==> src/rtl/pc_sequencer_pkg.sv <==
// Shared encodings for the PC sequencer: next-PC select codes (also used by
// the branch control unit) and sequencer state codes.
package pc_sequencer_pkg;

    typedef enum logic [1:0] {
        PC_SEL_SEQ  = 2'b00,
        PC_SEL_BR   = 2'b01,
        PC_SEL_JALR = 2'b10,
        PC_SEL_SYS  = 2'b11
    } pc_sel_e;

    typedef enum logic [2:0] {
        PCS_IDLE  = 3'd0,
        PCS_FETCH = 3'd1,
        PCS_EXEC  = 3'd2,
        PCS_TRAP  = 3'd3,
        PCS_HALT  = 3'd4
    } pcs_state_e;

    localparam logic [31:0] PC_STEP = 32'd4;

endpackage

==> src/rtl/pc_sequencer_pc_next_mux.sv <==
// Combinational next-PC target select with word alignment.
// With MISALIGN_TRAP_EN defined, flags branch/JALR targets whose bit 1 is set.
module pc_next_mux
    import pc_sequencer_pkg::*;
(
    input  logic [1:0]  pc_sel,
    input  logic [31:0] pc,
    input  logic [31:0] branch_target,
    input  logic [31:0] jalr_target,
    output logic [31:0] target,
    output logic        misalign
);

    logic [31:0] raw;

    always_comb begin
        raw = pc + PC_STEP;
        case (pc_sel)
            PC_SEL_BR:   raw = branch_target;
            PC_SEL_JALR: raw = {jalr_target[31:1], 1'b0};
            default:     raw = pc + PC_STEP;
        endcase
        target   = raw & ~32'd3;
        misalign = 1'b0;
`ifdef MISALIGN_TRAP_EN
        // bit 1 is checked after JALR's bit-0 clear; the jump is replaced by a trap
        misalign = ((pc_sel == PC_SEL_BR) || (pc_sel == PC_SEL_JALR)) && raw[1];
`endif
    end

endmodule

==> src/rtl/pc_sequencer.sv <==
// Program counter owner and fetch sequencer (IDLE/FETCH/EXEC/TRAP/HALT).
// Optional MISALIGN_TRAP_EN turns misaligned branch/JALR targets into traps.
module pc_sequencer
    import pc_sequencer_pkg::*;
#(
    parameter logic [31:0] RESET_PC = 32'h0000_0000,
    parameter logic [31:0] TRAP_VEC = 32'h0000_0100
) (
    input  logic        clk,
    input  logic        rst,
    input  logic [1:0]  pc_sel,
    input  logic [31:0] branch_target,
    input  logic [31:0] jalr_target,
    input  logic        sys_ebreak,
    input  logic        commit,
    input  logic        stall,
    input  logic        dbg_resume,
    output logic        imem_req,
    input  logic        imem_ack,
    input  logic [31:0] imem_rdata,
    output logic [31:0] instr,
    output logic        instr_valid,
    output logic [31:0] pc,
    output logic [31:0] pc_plus4,
    output logic [31:0] epc,
    output logic        trap_taken,
    output logic        halted
);

    pcs_state_e  state_q, state_d;
    logic [31:0] pc_q, pc_d;
    logic [31:0] epc_q, epc_d;
    logic [31:0] instr_q, instr_d;
    logic        imem_req_q, instr_valid_q, trap_taken_q, halted_q;
    logic [31:0] target;
    logic        misalign;

    pc_next_mux u_next (
        .pc_sel        (pc_sel),
        .pc            (pc_q),
        .branch_target (branch_target),
        .jalr_target   (jalr_target),
        .target        (target),
        .misalign      (misalign)
    );

    always_comb begin
        state_d = state_q;
        pc_d    = pc_q;
        epc_d   = epc_q;
        instr_d = instr_q;
        case (state_q)
            PCS_IDLE: state_d = PCS_FETCH;
            PCS_FETCH: begin
                if (imem_ack) begin
                    instr_d = imem_rdata;
                    state_d = PCS_EXEC;
                end
            end
            PCS_EXEC: begin
                // stall wins over commit; a commit raised under stall is simply not taken
                if (commit && !stall) begin
                    if (pc_sel == PC_SEL_SYS) begin
                        if (sys_ebreak) begin
                            state_d = PCS_HALT;
                        end else begin
                            epc_d   = pc_q;
                            state_d = PCS_TRAP;
                        end
                    end else if (misalign) begin
                        epc_d   = pc_q;
                        state_d = PCS_TRAP;
                    end else begin
                        pc_d    = target;
                        state_d = PCS_FETCH;
                    end
                end
            end
            PCS_TRAP: begin
                pc_d    = TRAP_VEC;
                state_d = PCS_FETCH;
            end
            PCS_HALT: begin
                if (dbg_resume) begin
                    pc_d    = pc_q + PC_STEP;
                    state_d = PCS_FETCH;
                end
            end
            default: state_d = PCS_IDLE;
        endcase
    end

    // Status outputs are registered from the next state so they line up with state_q.
    always_ff @(posedge clk) begin
        if (rst) begin
            state_q       <= PCS_IDLE;
            pc_q          <= RESET_PC;
            epc_q         <= 32'd0;
            instr_q       <= 32'd0;
            imem_req_q    <= 1'b0;
            instr_valid_q <= 1'b0;
            trap_taken_q  <= 1'b0;
            halted_q      <= 1'b0;
        end else begin
            state_q       <= state_d;
            pc_q          <= pc_d;
            epc_q         <= epc_d;
            instr_q       <= instr_d;
            imem_req_q    <= (state_d == PCS_FETCH);
            instr_valid_q <= (state_d == PCS_EXEC);
            trap_taken_q  <= (state_d == PCS_TRAP);
            halted_q      <= (state_d == PCS_HALT);
        end
    end

    assign pc          = pc_q;
    assign pc_plus4    = pc_q + PC_STEP;
    assign epc         = epc_q;
    assign instr       = instr_q;
    assign imem_req    = imem_req_q;
    assign instr_valid = instr_valid_q;
    assign trap_taken  = trap_taken_q;
    assign halted      = halted_q;

endmodule

==> config.mk <==
export PLATFORM = sky130hd
export DESIGN_NAME = pc_sequencer
export DESIGN_NICKNAME = d
export VERILOG_FILES = /design/src/rtl/pc_sequencer_pkg.sv /design/src/rtl/pc_sequencer_pc_next_mux.sv /design/src/rtl/pc_sequencer.sv
export SDC_FILE = /design/constraint.sdc
export NUM_CORES = 1
export LEC_CHECK = 0
export CORE_MARGIN = 10
export CORE_UTILIZATION = 42
export CTS_CLUSTER_SIZE = 24
export DETAILED_ROUTE_END_ITERATION = 8
export GPL_TIMING_DRIVEN = 0
export PLACE_DENSITY = 0.79
export SLEW_MARGIN = 10
export SYNTH_ARGS = -nofsm -noshare
export SYNTH_HDL_FRONTEND = slang
export SYNTH_SLANG_ARGS = --single-unit
==> constraint.sdc <==
create_clock -name clk -period 2.4 [get_ports clk]
set_input_delay 0.36 -clock clk [delete_from_list [all_inputs] [get_ports clk]]
set_output_delay 0.36 -clock clk [all_outputs]
set_load 0.02 [all_outputs]
# Yosys cells after proc, flatten, opt, wreduce, memory -nomap -nowiden
# Index checks and enable logic that the tools add are counted.
[totals] ff_bits=103 inputBits=105 out_inout_bits=132 word_cells=43
[op_classes] n_addsub=1 n_eq_ne=14 muxes=11 bitwise_logic=1 reduce_logical=8
[op_table] operator="$mux 32" n=3
[op_table] operator="$pmux 32 s3" n=1
[op_table] operator="$pmux 32 s2" n=1
[op_table] operator="$add 32x3->32 const B" n=1
[op_table] operator="$mux 3" n=5
[op_table] operator="$eq 3x2->1 const B" n=4
[op_table] operator="$pmux 3 s4" n=1
[op_table] operator="$reduce_and 4->1" n=2
[op_table] operator="$eq 3x1->1 const B" n=2
[op_table] operator="$eq 3x3->1 const B" n=2
[op_table] operator="$ne 2x2->1 const B" n=3
[op_table] operator="$eq 2x2->1 const B" n=2
[op_table] operator="$logic_not 3->1" n=1
[op_table] operator="$reduce_bool 3->1" n=1
[op_table] operator="$eq 2x1->1 const B" n=1
[op_table] operator="$reduce_and 2->1" n=1
[op_table] operator="$reduce_or 2->1" n=1
[op_table] operator="$logic_and 1x1->1" n=1
[op_table] operator="$logic_not 1->1" n=1
[op_table] operator="$not 1->1" n=1

# Depth between registers and ports, before layout
[logic_depth] ltp_word=5 ltp_mapped=8 mapped_depth_nobuf=7

# By module
# From an unflattened synthesis, not the netlist that was laid out.
[unflattened] hier_cells=793 area_unflattened_um2=6018.3
[by_module_without_submodules] mod="pc_sequencer" n_inst=1 cells_each=620 area_each_um2=4848.4 seq_area_each_um2=2062.0
[by_module_without_submodules] mod="pc_next_mux" n_inst=1 cells_each=173 area_each_um2=1169.9 seq_area_each_um2=0.0

# Least setup slack after synthesis
# OpenSTA, ideal clock, no wires.
[synth_path] kind="register to output" startpoint="register pc_q[2], in the netlist pc[2]" endpoint="output port pc_plus4[20]" arrival_ns=1.892 t_required_ns=2.040 setup_slack_ns=0.148 stages_incl_launch_ff=7 n_path_buf=1 cell_sequence="dfxtp_1 ha_1 and3_1 and2_1 buf_4 nand4_1 xnor2_1"
[synth_between] elab_chain_len=1
[synth_rtl] item="from (decl)" line_no="pc_sequencer.sv:31" source="logic [31:0] pc_q, pc_d;"
[synth_rtl] item="from (signal assigned)" line_no="pc_sequencer.sv:106" source="pc_q <= pc_d;"
[synth_rtl] item="$add 32x3->32" line_no="pc_sequencer.sv:117" source="assign pc_plus4 = pc_q + PC_STEP;"
[synth_rtl] item="to (decl)" line_no="pc_sequencer.sv:24" source="output logic [31:0] pc_plus4,"
# Every way passes these cells.

# Worst setup path after layout
[layout_path] startpoint="register pc_q[3], in the netlist pc[3]" endpoint="output port pc_plus4[20]"
# Same word-level chain as after synthesis.

==> summary.txt <==
# port buffers: 225
Setup-failing EPs final: 2
worst path required time: 2.04 ns
Sequential Area: 2020 um2
FILL cells: 1001
Top FF cell, synth: dfxtp_1
chip height: 131 um
detailed-route via count: 6265
combinational share of power: 20.8%
Final Cell Area: 8450 um2
failing checks: negative setup slack
Die ar.: 17300 um2
Hold Crit Class: in2reg
area leader, netlist: dfxtp_1
Synth area leaders: dfxtp_1 38%, nand2_1 11%, a21oi_1 8.9%, xnor2_1 4.4%, nand3_1 3.1%
Crit Path Class: reg2out
fin crit period: 2.42 ns
Reg clk slew, reported paths: 0.07 ns
Critical Path End Type: output pin
vias in the first global route: 5967
Max-cap violations: 0
DRT iter0 DRCs: 623
Setup crit start kind: register
Ports: 237
total power: 0.00409 W
post-route DRC violation count: 0
post-synthesis sequential area ratio: 38.0%
Pleak: 3.09 nW
Clock Power Share: 36.7%
status: complete, but fails checks
Post-DP Area: 7690 um2
pin count of the biggest net entering global routing: 18
crit share post-route: 101%
Final WS setup: -0.0168 ns
Hold-fix buffers, CTS: 0
detailed placement HPWL: 16100 um
gr usage total: 23.7%
clk buf depth: 2
routed wire length: 22500 um
first-pass GRT wire length: 33400 um
Flop pwr share: 42.4%
area of the multi-input gates: 3000 um2
synthesized area per cell: 7.79 um2
GPL Wtd Cong: 0.945
Hold Vio Cnt, Final: 0
worst relative slew slack: 48.6%
layout net count: 1050
Mapped Area: 5210 um2
EDFF count, synth: 0
Die W: 131 um
Pins Over Slew Limit: 0
Yosys warning total: 0
share of layout cells above drive strength 1: 17.1%
unrepaired setup endpoints after global routing: yes
synthesis-to-layout area growth: 62.2%
Setup Skew: 0.0106 ns
post-DR wirelength/cell: 20.2 um
Reg2Reg Setup Slack: 0.08 ns
Min-Delay Path Depth: 2
initial core utilization: 43.2%
fin util: 70.1%
leading cell type in the layout, fill and taps excluded: clkdlybuf4s50_1
P_int: 0.00290 W
H-tree depth: 3
Cell Pwr Density: 484 nW/um2
fmax: 0.414 GHz
initial antenna violation count: 1
post-synthesis cell type count: 60
Crit Path Max Fanout: 7
Yosys reg bits: 99
VDD IR max: 0.000406 V
Sw Pwr: 0.00119 W
cell count after synthesis: 669
critical path arrival: 2.06 ns
CTS Sinks: 99
fraction of registers with async set/reset: 0%
clk root buf: clkbuf_16
FF-to-FF path depth: 7
TritonRoute pass-1 iters: 7
Post-DRT Antenna Nets: 0
Vias/cell: 5.62
worst-skew pair later-pin latency: 0.36 ns
Synth top area share: 38.0%
most frequent cells in the layout: 200 x clkdlybuf4s50_1, 150 x nand2_1, 93 x a21oi_1, 76 x dfxtp_1, 48 x buf_4
Sw Ratio: 29.0%
TritonCTS clock tree: built
CORE AREA: 12100 um2
Rows: 40
CTS Buf Count: 9
Worst Tran Pin Value: 0.770 ns
total grt overflow: 0
==> timing repair <==
action                                  in CTS  in global routing
buffers inserted                            14                 17
gates resized for setup                    125                 59
endpoints found under the setup margin      39                 42
pin swaps                                   14                 15
gates cloned                                 0                  1
==> kinds of logic (layout without fill, tap and decap cells) <==
family          Yosys count  count (layout)  synth area share (%)
mux                       7               7                  1.35
simple gates            271             271                  25.0
buf+inv                  76             348                  7.81
flops                    99              99                  38.0
compound gates          183             183                  22.1
fa+ha+maj                 4               4                 0.961
xor+xnor                 28              28                  4.71
other cells               1               7                0.0720
==> metrics by stage <==
stage,setup TNS [ns],hold WS (ns),instances,setup slack [ns]
global route,-0.201,0.372,1115,-0.0953
global placement,-21.34,0.441,1067,-0.631
floorplan,0,0.496,674,0.148
finish,-0.0218,0.354,1115,-0.0168
detailed placement,-22.26,0.446,1067,-0.650
CTS,-0.0378,0.353,1096,-0.0315
==> layer usage <==
layer | GRT usage (%) | part of all wire [%] | vias up
met2 | 39.2 | 48 | 394
li1 | - | - | 2914
met5 | 0 | 0 | -
met4 | 10.3 | 3.2 | 0
met1 | 27.7 | 38 | 2904
met3 | 7.05 | 11 | 53
==> sequential cells by signal, summed over array words and instances (netlist names) <==
signal	flops
epc	30
halted	1
imem_req	1
instr	32
instr_valid	1
pc	30
state_q	3
trap_taken	1
==> area by class of cell <==
cell class,instances,area share [%]
multi-input cells,499,35.5
repair buffers,257,29.1
flip-flops and latches,99,23.9
plain buffers,64,4.87
clock buffers,9,2.67
well taps,168,2.49
clock inverters,7,0.874
inverters,11,0.489
diodes,1,0.0296
==> critical path, stage by stage (launching register included) <==
cell and delay [ns]:
dfxtp_4 0.40, ha_4 0.17, and3_4 0.20, and2_4 0.19, buf_8 0.13, nand4_1 0.16
xnor2_1 0.25, buf_4 0.19
==> final timing paths <==
path | startpoint | end
max reg2reg | pc[16]$_SDFFE_PP0P_ | pc[31]$_SDFFE_PP0P_
min reg2reg | instr[9]$_SDFFE_PP0P_ | instr[9]$_SDFFE_PP0P_
max | pc[3]$_SDFFE_PP0P_ | pc_plus4[20]
min | rst | state_q[1]$_SDFF_PP0_
==> Yosys cell counts (2+ instances only) <==
| library cell | number |
|---|---|
| o211ai_1 | 3 |
| buf_4 | 10 |
| and3_1 | 8 |
| ha_1 | 4 |
| mux2i_1 | 7 |
| o221a_2 | 5 |
| a211oi_1 | 3 |
| xnor2_1 | 26 |
| nand2_1 | 152 |
| nor2b_1 | 3 |
| nand3_1 | 32 |
| o31ai_1 | 4 |
| dfxtp_1 | 99 |
| xor2_1 | 2 |
| clkbuf_1 | 32 |
| and4_1 | 5 |
| nor4_1 | 2 |
| clkbuf_2 | 4 |
| a2111oi_0 | 2 |
| buf_6 | 5 |
| a221oi_1 | 9 |
| or4_1 | 8 |
| nand4_1 | 11 |
| and3b_1 | 2 |
| inv_1 | 11 |
| a311oi_1 | 2 |
| nor2_1 | 26 |
| a22oi_1 | 12 |
| o21ai_0 | 19 |
| a31oi_1 | 11 |
| nor3_1 | 2 |
| a22o_1 | 6 |
| o32ai_1 | 2 |
| a221o_1 | 7 |
| buf_2 | 9 |
| and2_1 | 3 |
| nand3b_1 | 4 |
| nand2b_1 | 2 |
| a21oi_1 | 93 |
| nand4b_1 | 2 |
==> power by group through the flow <==
| stage | Sequential (W) | Clock, W | Combinational (W) |
|---|---|---|---|
| finish | 0.00173 | 0.00150 | 0.000853 |
| global route | 0.00174 | 0.00158 | 0.000910 |
| CTS | 0.00173 | 0.00150 | 0.000829 |
| detailed placement | 0.00177 | 0 | 0.000825 |
| global placement | 0.00177 | 0 | 0.000822 |
| floorplan | 0.00182 | 0 | 0.000355 |
No activity file was read; power rests on OpenSTA's default activity.
